--- src/rtl/imem_fetch_unit_pkg.sv ---
// Shared widths and the {pc, inst} fetch-buffer entry type for the instruction-fetch unit.
package imem_fetch_unit_pkg;
  localparam int IMEM_ADDR_W = 30;
  localparam int INST_W      = 32;
  localparam int FB_DEPTH    = 2;
  localparam int FB_ENTRY_W  = 64;
  localparam int FB_CNT_W    = 2;

  typedef struct packed {
    logic [31:0]       pc;
    logic [INST_W-1:0] inst;
  } fb_entry_t;
endpackage

--- src/rtl/fetch_skid_buf.sv ---
// Small shift-style FIFO of {pc, inst} entries; head is always entry 0.
module fetch_skid_buf
  import imem_fetch_unit_pkg::*;
(
  input  logic                clk,
  input  logic                rst,
  input  logic                flush,
  input  logic                push,
  input  logic                pop,
  input  fb_entry_t           push_data,
  output fb_entry_t           head,
  output logic [FB_CNT_W-1:0] count
);
  fb_entry_t mem [FB_DEPTH];
  logic [FB_CNT_W-1:0] wr_idx;

  // After a same-cycle pop the write slot moves down by one.
  assign wr_idx = count - FB_CNT_W'(pop);
  assign head   = mem[0];

  always_ff @(posedge clk) begin
    if (rst || flush) count <= '0;
    else              count <= count + FB_CNT_W'(push) - FB_CNT_W'(pop);
  end

  for (genvar i = 0; i < FB_DEPTH; i++) begin : g_ent
    always_ff @(posedge clk) begin
      if (push && wr_idx == FB_CNT_W'(i)) begin
        mem[i] <= push_data;
      end else if (pop) begin
        if (i + 1 < FB_DEPTH) mem[i] <= mem[(i + 1) % FB_DEPTH];
      end
    end
  end
endmodule

--- src/rtl/imem_fetch_unit.sv ---
// Instruction-fetch requester: hides the ROM's 1-cycle latency and streams {pc, inst} to decode.
// Optional FETCH_PERF_CNT_EN adds pop/stall performance counters.
module imem_fetch_unit
  import imem_fetch_unit_pkg::*;
#(
  parameter logic [31:0] RESET_PC = 32'h0000_0000
) (
  input  logic                   clk,
  input  logic                   rst,
`ifdef FETCH_PERF_CNT_EN
  output logic [31:0]            perf_fetched,
  output logic [31:0]            perf_stall,
`endif
  output logic [IMEM_ADDR_W-1:0] imem_addr,
  input  logic [INST_W-1:0]      imem_inst,
  output logic                   if_valid,
  input  logic                   if_ready,
  output logic [31:0]            if_pc,
  output logic [INST_W-1:0]      if_inst,
  input  logic                   redirect_valid,
  input  logic [31:0]            redirect_pc
);
  logic [31:0]         pc_q, infl_pc_q, redir_pc;
  logic                infl_q;
  logic [FB_CNT_W-1:0] count;
  logic [2:0]          credit;
  logic                pop, push, buf_pop, issue, buf_empty;
  fb_entry_t           buf_head, bypass, head;

  assign redir_pc  = redirect_pc & ~32'h3;
  assign buf_empty = (count == '0);
  assign bypass    = '{pc: infl_pc_q, inst: imem_inst};
  assign head      = buf_empty ? bypass : buf_head;

  assign if_valid = !rst && !redirect_valid && (!buf_empty || infl_q);
  assign pop      = if_valid && if_ready;
  assign buf_pop  = pop && !buf_empty;
  // Returning ROM data goes to the buffer unless it leaves immediately via bypass.
  assign push     = infl_q && !rst && !redirect_valid && !(pop && buf_empty);

  // Entries that will still be held after this edge, ignoring the new request.
  assign credit = {1'b0, count} + {2'b0, infl_q} - {2'b0, pop};
  assign issue  = !rst && !redirect_valid && (credit <= 3'd1);

  always_comb begin
    imem_addr = pc_q[31:2];
    if (rst)                 imem_addr = RESET_PC[31:2];
    else if (redirect_valid) imem_addr = redir_pc[31:2];
  end

  assign if_pc   = rst ? '0 : head.pc;
  assign if_inst = rst ? '0 : head.inst;

  always_ff @(posedge clk) begin
    if (rst) begin
      pc_q      <= RESET_PC & ~32'h3;
      infl_q    <= 1'b0;
      infl_pc_q <= '0;
    end else if (redirect_valid) begin
      infl_q    <= 1'b1;
      infl_pc_q <= redir_pc;
      pc_q      <= redir_pc + 32'd4;
    end else if (issue) begin
      infl_q    <= 1'b1;
      infl_pc_q <= pc_q;
      pc_q      <= pc_q + 32'd4;
    end else begin
      infl_q    <= 1'b0;
    end
  end

  fetch_skid_buf u_fb (
    .clk       (clk),
    .rst       (rst),
    .flush     (redirect_valid),
    .push      (push),
    .pop       (buf_pop),
    .push_data (bypass),
    .head      (buf_head),
    .count     (count)
  );

`ifdef FETCH_PERF_CNT_EN
  always_ff @(posedge clk) begin
    if (rst) begin
      perf_fetched <= '0;
      perf_stall   <= '0;
    end else begin
      perf_fetched <= perf_fetched + 32'(pop);
      perf_stall   <= perf_stall + 32'(if_valid && !if_ready);
    end
  end
`endif
endmodule

--- config.mk ---
export PLATFORM = sky130hd
export DESIGN_NAME = imem_fetch_unit
export DESIGN_NICKNAME = d
export VERILOG_FILES = /design/src/rtl/imem_fetch_unit_pkg.sv /design/src/rtl/fetch_skid_buf.sv /design/src/rtl/imem_fetch_unit.sv
export SDC_FILE = /design/constraint.sdc
export NUM_CORES = 1
export LEC_CHECK = 0
export ABC_CLOCK_PERIOD_IN_PS = 3600
export BUFFER_PORTS_ARGS = -buffer_cell sky130_fd_sc_hd__buf_2
export CAP_MARGIN = 25
export CORE_ASPECT_RATIO = 1.25
export CORE_MARGIN = 4
export CORE_UTILIZATION = 45
export DETAILED_ROUTE_END_ITERATION = 6
export GPL_TIMING_DRIVEN = 0
export PLACE_DENSITY_LB_ADDON = 0.12
export SYNTH_ARGS = -nofsm -noshare
export SYNTH_HDL_FRONTEND = slang
export SYNTH_SLANG_ARGS = --single-unit
--- constraint.sdc ---
create_clock -name clk -period 3.6 [get_ports clk]
set_input_delay 0.36 -clock clk [delete_from_list [all_inputs] [get_ports clk]]
set_output_delay 0.36 -clock clk [all_outputs]
set_load 0.01 [all_outputs]
==> key figures, run 1 <==
Placed design
  – Placed Instance Area: 0.0105 mm2
  – IO Port Bufs: 157
  – Final HPWL DP: 18400 um
  – RePlAce Congestion: 0.947
  – # placed instances: 1341

Clock network
  – Max clock buf depth: 2
  – CTS Buf Count: 17
  – CTS clk-pin slew, worst paths: 70 ps
  – # H-tree levels: 4
  – Clk Latency, worst-skew pair: 440 ps
  – Post-CTS Hold Buffers: 0
  – CTS sink count: 187
  – Root buf cell: clkbuf_16
  – CTS tree: done

Global route
  – Largest net degree at the start of global routing: 63
  – Grt total ovfl: 0
  – First-pass GRT wire length: 40300 um
  – Initial antenna violation count: 0
  – Total GRT Usage: 22.3%
  – Vias in the first global route: 7277

Routing
  – Final ANT Viol Nets: 0
  – Vias/cell: 5.39
  – Initial DRT Pass Iterations: 5
  – DRC Markers: 0
  – Starting DRT DRC Count: 401
  – Via count: 7411
  – Wire per inst: 18.7 um
  – Drt total wl: 25600 um

Pwr
  – Clock Power Share: 40.1%
  – Combinational share of power: 11.3%
  – Sequential Power Share: 48.7%
  – P_int: 3.75 mW
  – Net Sw Frac: 24.6%
  – Leak Pwr: 4.46 nW
  – Pwr dens: 444 mW/mm2
  – NetSw: 1.22 mW
  – Maximum vdd ir drop: 361 uV

Die
  – Die Y: 170 um
  – Row count: 58
  – Top Ports: 163
  – Die area: 0.0233 mm2
  – DIE WIDTH: 137 um
  – Starting Density: 46.3%
  – Core footprint: 0.0203 mm2

Synthesis
  – Post-synthesis register bit count: 187
  – Top_reg_cell synth: edfxtp_1
  – Seq/Total Area, Yosys: 53.0%
  – Mapped Cells: 913
  – Cell variety after synth: 59
  – Synth async-reset ratio: 0%
  – Synth Area per Inst: 10.3 um2
  – Number of synthesis warnings: 0
  – Synth Cell Area: 0.00940 mm2
  – EDFF count, synth: 124

Critical path
  – Req. time, crit path: 3890 ps
  – Critical path buffer and inverter count: 7
  – CP max-delay cell: or4_1
  – Max incr delay on CP: 560 ps
  – Setup CP Type: in2reg
  – Crit path DAT: 3760 ps
  – Max FO, Critical Path: 10
  – CP startpoint kind: input port
  – CP Cell Sequence: buf_2 > buf_6 > buf_4 > buf_2 > buf_2 > buf_2 > mux2i_1 > inv_1 > ha_1 > nand4b_1 > nand2_1 > nand4_2 > or4_1 > nand3_1 > a21oi_1
  – Crit end category: register
  – Most frequent CP cell: buf_2
  – Cell family with most CP delay: buffers and inverters

Hold path
  – Hold Path Class: in2reg

Timing
  – Final setup fails: 0
  – Fin crit period: 3470 ps
  – Fmax: 288 MHz
  – Relative slew slack: 38.9%
  – Fin crit share: 96.3%
  – Final Max Tran Viols: 0
  – Final hold vios: 0
  – Worst-margin pin slew: 917 ps
  – Unrepaired setup endpoints after global routing: yes
  – Final clock skew: 12.3 ps

Layout
  – Layout net count: 1165
  – Synthesis-to-finish area growth: 19.1%
  – ANT cells: 0
  – Finished Cell Area: 0.0112 mm2
  – Commonest non-fill, non-tap cells in the layout: nand2_1 (191), buf_2 (164), edfxtp_1 (124)
  – Non-filler cells in the finished layout: 1374
  – Fraction of layout cells with a size suffix above 1: 27.3%
  – Commonest non-fill, non-tap cell in the layout: nand2_1

Flow run
  – Max-cap viol count: 0

Outcome
  – Status: finished clean
[final timing paths]
| path | startpoint | endpoint | slack, ps | depth (start not counted) |
|---|---|---|---|---|
| worst max register to register | u_fb.count[1] | pc_q[16] | 170 | 16 |
| worst min register to register | pc_q[31] | pc_q[31] | 460 | 2 |
| worst max-delay path | redirect_valid | pc_q[20] | 130 | 15 |
| worst min-delay path | imem_inst[5] | u_fb.mem[0][69] | 130 | 1 |
[area by class of cell]
class                   count  area [um2]
repair buffers            160         808
plain buffers              60         300
flip-flops and latches    187        4980
fillers                  1884        9120
multi-input cells         655        4110
inverters                  10        37.5
clock inverters            13         189
clock buffers              19         433
well taps                 270         338
[power by group through the flow]
stage	logic, mW	clock network [mW]	registers (mW)
after global placement	0.552	0	2.47
final	0.561	1.99	2.42
after floorplan	0.340	0	2.44
after global routing	0.617	2.12	2.43
after CTS	0.560	2.03	2.42
after detailed placement	0.557	0	2.47
[metal layers]
layer,wire length (um),GRT usage (%),vias to the layer above
met5,0,0,-
met4,707,8.12,0
met3,1620,3.53,50
met2,12300,37.1,274
met1,11100,29.3,3483
li1,-,-,3604
[state kept, by name (all words and copies together), names as in the netlist]
signal,count
u_fb.mem,124
infl_pc_q,30
pc_q,30
u_fb.count,2
infl_q,1
[cell usage after synthesis, types with 3 or more instances]
cell / number / area [um2]
inv_1: 10 / 37.5
nor3_1: 7 / 35.0
or4_1: 3 / 22.5
ha_1: 5 / 62.6
o21a_1: 3 / 22.5
and3_1: 5 / 31.3
buf_4: 11 / 82.6
nand4_2: 3 / 37.5
a22oi_2: 6 / 75.1
nand3_1: 21 / 105
nand4b_1: 6 / 52.6
nand2_1: 191 / 717
buf_2: 9 / 45.0
dfxtp_1: 63 / 1260
a211oi_1: 23 / 173
a21oi_1: 92 / 460
xor2_1: 14 / 123
mux2_2: 63 / 709
a311oi_1: 3 / 26.3
o22ai_1: 4 / 25.0
a22o_1: 3 / 26.3
nand4_1: 9 / 56.3
xnor2_1: 24 / 210
mux2i_1: 25 / 250
clkbuf_1: 39 / 146
nand3b_1: 11 / 82.6
o31ai_1: 4 / 30.0
and2_1: 19 / 119
nor2_1: 59 / 221
o21ai_0: 19 / 95.1
edfxtp_1: 124 / 3720
[logic make-up (layout without fill, tap and decap cells)]
kind of cell,count (synthesis),count (layout),synth area share [%]
multiplexers,88,88,10.2
buffers and inverters,72,262,3.51
flip-flops,187,187,53.0
adder cells (fa/ha/maj),6,6,0.878
AND/OR/NAND/NOR,353,353,17.9
AO/OA/AOI/OAI,168,168,11.0
XOR/XNOR,38,38,3.54
other,1,2,0.0399
[through the flow]
step | hold WS, ps | setup TNS (ps) | setup slack [ps] | utilization, % | power (mW)
4_1_cts | 115 | 0 | 56.2 | 54.9 | 5.01
3_3_place_gp | 439 | -138280 | -961 | 51.8 | 3.02
3_5_place_dp | 452 | -23990 | -595 | 51.9 | 3.02
2_1_floorplan | 431 | 0 | 224 | - | 2.78
6_report | 128 | 0 | 134 | 55.1 | 4.98
5_1_grt | 116 | -82.0 | -35.7 | 55.1 | 5.16
[what timing repair did]
item,in CTS,in global routing
resized for setup,3,13
pin swaps,0,2
buffers inserted,0,3
endpoints found under the setup margin,58,39
Note: power is estimated with default switching activity, not from simulation.
==> run 2: changes to the inputs <==
--- a/config.mk
+++ b/config.mk
@@ -7,13 +7,14 @@
 export LEC_CHECK = 0
 export ABC_CLOCK_PERIOD_IN_PS = 3600
 export BUFFER_PORTS_ARGS = -buffer_cell sky130_fd_sc_hd__buf_2
-export CAP_MARGIN = 25
+export CAP_MARGIN = 20
 export CORE_ASPECT_RATIO = 1.25
 export CORE_MARGIN = 4
 export CORE_UTILIZATION = 45
 export DETAILED_ROUTE_END_ITERATION = 6
 export GPL_TIMING_DRIVEN = 0
 export PLACE_DENSITY_LB_ADDON = 0.12
+export REMOVE_ABC_BUFFERS = 1
 export SYNTH_ARGS = -nofsm -noshare
 export SYNTH_HDL_FRONTEND = slang
 export SYNTH_SLANG_ARGS = --single-unit
==> run 2 against run 1 <==
Compared with the run above:
- global-route usage shrank 0.26 points
- wire length fell by 0.88%
- sequential cell count is the same
- cell count fell by 2.8%
- die area unchanged
- critical path type unchanged
==> key figures, run 2 (synthesis results as in run 1) <==
Timing
  – Final clock skew: 8.17 ps (-4.13 ps)
  – Relative slew slack: 43.1% (+4.3 points)
  – Setup TNS: 0 ps (unchanged)
  – Worst-margin pin slew: 853 ps (-64.2 ps)
  – Fin crit share: 94.0% (-2.3 points)
  – Fin crit period: 3380 ps (-81.4 ps)
  – Hold Slack: 129 ps (+0.889 ps)
  – Unrepaired setup endpoints after global routing: no
  – Final Max Tran Viols: 0 (unchanged)
  – Final setup fails: 0 (unchanged)
  – Final hold vios: 0 (unchanged)
  – Fmax: 295 MHz (+2.4%)

Clock network
  – Clk Latency, worst-skew pair: 430 ps (about the same)
  – CTS Buf Count: 17 (unchanged)
  – CTS sink count: 187 (unchanged)
  – Root buf cell: clkbuf_16
  – CTS clk-pin slew, worst paths: 70 ps (about the same)
  – Max clock buf depth: 2 (unchanged)
  – # H-tree levels: 4 (unchanged)
  – CTS tree: done

Critical path
  – CP Cell Sequence: buf_6 > buf_16 > clkinvlp_4 > nand2_2 > nor2_1 > and2_1 > ha_1 > inv_1 > ha_1 > inv_1 > fa_1 > xnor2_2 > and2_4 > buf_16 > a21oi_4 > buf_6 > nor2_2 > a22o_1
  – R2R cell count: 16 (unchanged)
  – Crit path depth: 18 (+3)
  – Cell family with most CP delay: buffers and inverters
  – Max incr delay on CP: 400 ps (-160 ps)
  – Critical path buffer and inverter count: 7 (unchanged)
  – Crit path DAT: 3710 ps (-50 ps)
  – Max FO, Critical Path: 39 (+29)
  – CP max-delay cell: fa_1
  – Setup CP Type: in2reg
  – Crit end category: register
  – Req. time, crit path: 3920 ps (+30 ps)
  – CP startpoint kind: input port

Routing
  – Vias/cell: 5.49 (+1.8%)
  – Starting DRT DRC Count: 420 (+4.7%)
  – Initial DRT Pass Iterations: 5 (unchanged)
  – DRC Markers: 0 (unchanged)
  – Via count: 7332 (-1.1%)
  – Wire per inst: 19.0 um (+2.0%)
  – Final ANT Viol Nets: 0 (unchanged)
  – Drt total wl: 25400 um (-0.88%)

Hold path
  – Hold path depth: 1 (unchanged)
  – Hold Path Class: in2reg

Global route
  – Total GRT Usage: 22.0% (-0.26 points)
  – Grt total ovfl: 0 (unchanged)
  – Initial antenna violation count: 1 (+1)
  – First-pass GRT wire length: 39700 um (-1.4%)
  – Vias in the first global route: 7149 (-1.8%)
  – Largest net degree at the start of global routing: 55 (-13%)

Layout
  – Largest register FFs: 124 (unchanged)
  – Layout net count: 1126 (-3.3%)
  – Commonest non-fill, non-tap cells in the layout: nand2_1 (188), buf_2 (156), edfxtp_1 (124)
  – Synthesis-to-finish area growth: 20.9%
  – Commonest non-fill, non-tap cell in the layout: nand2_1
  – Non-filler cells in the finished layout: 1335 (-2.8%)
  – Fraction of layout cells with a size suffix above 1: 29.0% (+1.7 points)
  – Top flop regs: u_fb.mem (124), infl_pc_q (30), pc_q (30)
  – Finished Cell Area: 0.0114 mm2 (+1.5%)
  – ANT cells: 0 (unchanged)
  – Most flops, register: u_fb.mem

Die
  – Die Y: 170 um (unchanged)
  – Top Ports: 163 (unchanged)
  – Die area: 0.0233 mm2 (unchanged)
  – Core footprint: 0.0203 mm2 (unchanged)
  – Starting Density: 46.3% (unchanged)
  – Row count: 58 (unchanged)
  – DIE WIDTH: 137 um (unchanged)

Placed design
  – Final HPWL DP: 15100 um (-18%)
  – Placed Instance Area: 0.0106 mm2 (+0.20%)
  – # placed instances: 1291 (-3.7%)
  – RePlAce Congestion: 0.804 (-15%)
  – IO Port Bufs: 158 (+0.64%)

Flow run
  – Max-cap viol count: 0 (unchanged)

Pwr
  – Pwr dens: 427 mW/mm2 (-3.8%)
  – Leak Pwr: 4.52 nW (+1.4%)
  – Maximum vdd ir drop: 346 uV (-4.2%)
  – Tot Pwr: 4.86 mW (-2.4%)

Outcome
  – Status: finished clean
run 2: cell count changes in the layout (fill, tap and decap cells not counted), moves of 3 or more:
cell       change
clkinv_4       +3
nand2_1        -3
bufinv_16      -3
clkbuf_4       -3
clkbuf_1      -35
buf_16         +8
inv_8          +4
buf_12         +3
buf_2          -8
buf_4         -10
bufbuf_16      +3
run 2: cell type report:
class,count,area [um2]
multi-input cells,657,4180
clock buffers,17,425
repair buffers,178,1230
flip-flops and latches,187,4990
inverters,10,45.0
fillers,1814,8950
well taps,270,338
clock inverters,15,156
repair inverters,1,5.00
run 2: repair_timing:
item / 4_1_cts / 5_1_grt
endpoints found under the setup margin: 61 / 36
pin swaps: 2 / 0
buffers inserted: 6 / 0
cloned: 6 / 0
gates resized for setup: 8 / 6
hold buffers: 0 / 0
run 2: metrics by stage:
stage | setup WS (ps) | util (%)
floorplan | -1140 | -
global placement | -5460 | 50.4
detailed placement | -1710 | 52.0
CTS | 2.15 | 55.8
global route | 62.3 | 55.9
finish | 215 | 55.9
run 2: final timing paths:
check / from / endpoint / slack [ps]
setup / recovery: redirect_valid / pc_q[12] / 220
hold / removal: imem_inst[21] / u_fb.mem[0][85] / 130
setup reg to reg: u_fb.count[1] / pc_q[12] / 230
hold reg to reg: pc_q[31] / pc_q[31] / 460
run 2: report_power, final:
part | switching (mW) | total (mW) | internal (mW)
Clock | 0.877 | 1.86 | 0.982
Combinational | 0.331 | 0.583 | 0.252
Sequential | 0.0585 | 2.41 | 2.36
Total | 1.27 | 4.86 | 3.59
run 2: per-layer routing:
layer	vias to the layer above	wire [um]	share of wire [%]	global-route usage [%]
met2	175	13000	51	38.7
met5	-	7	0.028	0
li1	3539	-	-	-
met1	3596	11000	43	28.5
met4	2	285	1.1	4.51
met3	20	1190	4.7	3.74
==> run 3: changes to the inputs <==
--- a/config.mk
+++ b/config.mk
@@ -11,6 +11,7 @@
 export CORE_ASPECT_RATIO = 1.25
 export CORE_MARGIN = 4
 export CORE_UTILIZATION = 45
+export CTS_CLUSTER_DIAMETER = 100
 export DETAILED_ROUTE_END_ITERATION = 6
 export GPL_TIMING_DRIVEN = 0
 export PLACE_DENSITY_LB_ADDON = 0.12
==> constraint.sdc (replaced) <==
create_clock -name clk -period 3.6 [get_ports clk]
set_input_delay 0.18 -clock clk [delete_from_list [all_inputs] [get_ports clk]]
set_output_delay 0.18 -clock clk [all_outputs]
set_load 0.01 [all_outputs]
==> run 3 against run 2 <==
Compared with the run above:
- sequential share of layout area fell by 0.98 points
- clock power barely moved
- power rose by 0.22%
- wire length barely moved
- clock skew rose by 4.1 ps
- first-iteration DRC count fell by 1.4%
- combinational power rose by 3%
- cell count rose by 2.3%
- global-route usage fell by 0.25 points
- hold slack got worse by 50 ps
- critical endpoint unchanged
- highest routed layer unchanged
==> key figures, run 3 (synthesis results as in run 1) <==
Outcome
  – Status: finished clean

Flow run
  – Max-cap viol count: 0 (unchanged)

Global route
  – First-pass GRT wire length: 39600 um (-0.38%)
  – Total GRT Usage: 21.7% (-0.25 points)
  – Vias in the first global route: 7280 (+1.8%)
  – Grt total ovfl: 0 (unchanged)
  – Initial antenna violation count: 1 (unchanged)
  – Largest net degree at the start of global routing: 79 (+44%)

Routing
  – Initial DRT Pass Iterations: 6 (+1)
  – Final ANT Viol Nets: 0 (unchanged)
  – Wire per inst: 18.6 um (-2.3%)
  – Drt total wl: 25400 um (about the same)
  – DRC Markers: 0 (unchanged)
  – Vias/cell: 5.38 (-2.0%)
  – Starting DRT DRC Count: 414 (-1.4%)
  – Via count: 7353 (+0.29%)

Timing
  – Worst-margin pin slew: 866 ps (+13.4 ps)
  – Relative slew slack: 42.2% (-0.90 points)
  – Final clock skew: 12.3 ps (+4.10 ps)
  – Unrepaired setup endpoints after global routing: no
  – Fin crit period: 3320 ps (-60.5 ps)
  – Final setup fails: 0 (unchanged)
  – Final Max Tran Viols: 0 (unchanged)
  – Final hold vios: 0 (unchanged)
  – Fin crit share: 92.3% (-1.7 points)
  – Fmax: 301 MHz (+1.8%)

Die
  – Core footprint: 0.0203 mm2 (unchanged)
  – Top Ports: 163 (unchanged)
  – Die area: 0.0233 mm2 (unchanged)
  – DIE WIDTH: 137 um (unchanged)
  – Starting Density: 46.3% (unchanged)
  – Die Y: 170 um (unchanged)
  – Row count: 58 (unchanged)

Critical path
  – CP startpoint kind: register
  – Max incr delay on CP: 500 ps (+100 ps)
  – Crit path DAT: 3640 ps (-70 ps)
  – Crit end category: register
  – Setup CP Type: reg2reg
  – Req. time, crit path: 3920 ps (about the same)
  – CP max-delay cell: dfxtp_1
  – Max FO, Critical Path: 19 (-51%)
  – CP Cell Sequence: or2_4 > nor2_1 > nor2_1 > and2_1 > ha_1 > inv_1 > ha_1 > inv_1 > fa_1 > xnor2_1 > and2_4 > buf_16 > a21oi_4 > buf_6 > nor2_2 > a22o_1

Clock network
  – CTS Buf Count: 17 (unchanged)
  – CTS sink count: 187 (unchanged)
  – Max clock buf depth: 2 (unchanged)
  – CTS clk-pin slew, worst paths: 70 ps (about the same)
  – Root buf cell: clkbuf_16
  – CTS tree: done
  – # H-tree levels: 4 (unchanged)
  – Clk Latency, worst-skew pair: 430 ps (about the same)

Layout
  – Largest register FFs: 124 (unchanged)
  – Area of the multi-input gates: 0.00417 mm2 (-0.30%)
  – ANT cells: 0 (unchanged)
  – Fill cell count: 1784 (-1.7%)
  – Commonest non-fill, non-tap cell in the layout: nand2_1
  – Top flop regs: u_fb.mem (124), infl_pc_q (30), pc_q (30)
  – Fraction of layout cells with a size suffix above 1: 28.0% (-1.0 points)
  – Synthesis-to-finish area growth: 23.7%
  – Layout net count: 1157 (+2.8%)
  – Most flops, register: u_fb.mem
  – Final Core Density: 57.2% (+1.3 points)
  – Storage element area: 0.00499 mm2 (unchanged)
  – Commonest non-fill, non-tap cells in the layout: nand2_1 (188), buf_2 (156), edfxtp_1 (124)

Placed design
  – RePlAce Congestion: 0.804 (unchanged)
  – IO Port Bufs: 158 (unchanged)
  – Final HPWL DP: 15100 um (unchanged)

Pwr
  – Pwr dens: 419 mW/mm2 (-2.0%)
  – Tot Pwr: 4.87 mW (+0.22%)
  – Maximum vdd ir drop: 345 uV (-0.42%)
  – Leak Pwr: 4.62 nW (+2.3%)

Hold path
  – Hold Path Class: in2reg
-- run 3: worst paths after layout --
path,cells past startpoint,endpoint,slack [ps],start
worst min-delay path,3,infl_pc_q[29],80,redirect_pc[29]
worst max register to register,16,pc_q[12],280,u_fb.count[0]
worst max-delay path,16,pc_q[12],280,u_fb.count[0]
worst min register to register,2,pc_q[31],460,pc_q[31]
-- run 3: what timing repair did --
action | in CTS | in global routing
hold buffers | 32 | 0
gates resized for setup | 8 | 2
gates cloned | 4 | 1
hold endpoints to repair | 32 | 0
pin swaps | 2 | 0
setup endpoints to repair | 61 | 23
setup buffers | 6 | 0
-- run 3: final cells by class --
cell class                 instances  area share, %
timing repair buffer             209           13.0
clock inverter                    15           1.34
inverter                          10          0.387
timing repair inverter             1         0.0430
sequential                       187           42.9
multi-input combinational        657           35.8
clock buffer                      17           3.66
tap                              270           2.91
-- run 3: through the flow --
| step | TNS (ps) | std cells | setup slack, ps | hold slack [ps] | area [um2] |
|---|---|---|---|---|---|
| 3_5_place_dp | -65800 | 1291 | -1530 | 387 | 10600 |
| 4_1_cts | 0 | 1365 | 74.2 | 59.9 | 11600 |
| 2_1_floorplan | -185810 | 852 | -1140 | 249 | 9110 |
| 6_report | 0 | 1366 | 276 | 78.5 | 11600 |
| 3_3_place_gp | -1157170 | 1280 | -5280 | 390 | 10200 |
| 5_1_grt | 0 | 1366 | 45.9 | 73.1 | 11600 |
-- run 3: critical path, delay by kind of cell (launching register included) --
| family | cells | cell delay (ps) |
|---|---|---|
| buf+inv | 4 | 470 |
| compound gates | 2 | 500 |
| flops | 1 | 500 |
| xor+xnor | 1 | 160 |
| fa+ha+maj | 3 | 730 |
| simple gates | 6 | 870 |
-- run 3: layer usage --
| layer | global-route usage (%) | routed length, um | vias up |
|---|---|---|---|
| met4 | 4.51 | 300 | 2 |
| li1 | - | - | 3601 |
| met2 | 38.7 | 12900 | 157 |
| met5 | 0 | 5 | - |
| met3 | 3.71 | 1050 | 17 |
| met1 | 27.8 | 11100 | 3576 |
-- run 3: where the power goes --
part | internal, mW | switching, mW | total, mW
sequential | 2.36 | 0.0584 | 2.41
clock | 0.982 | 0.871 | 1.85
combinational | 0.267 | 0.333 | 0.600
total | 3.61 | 1.26 | 4.87
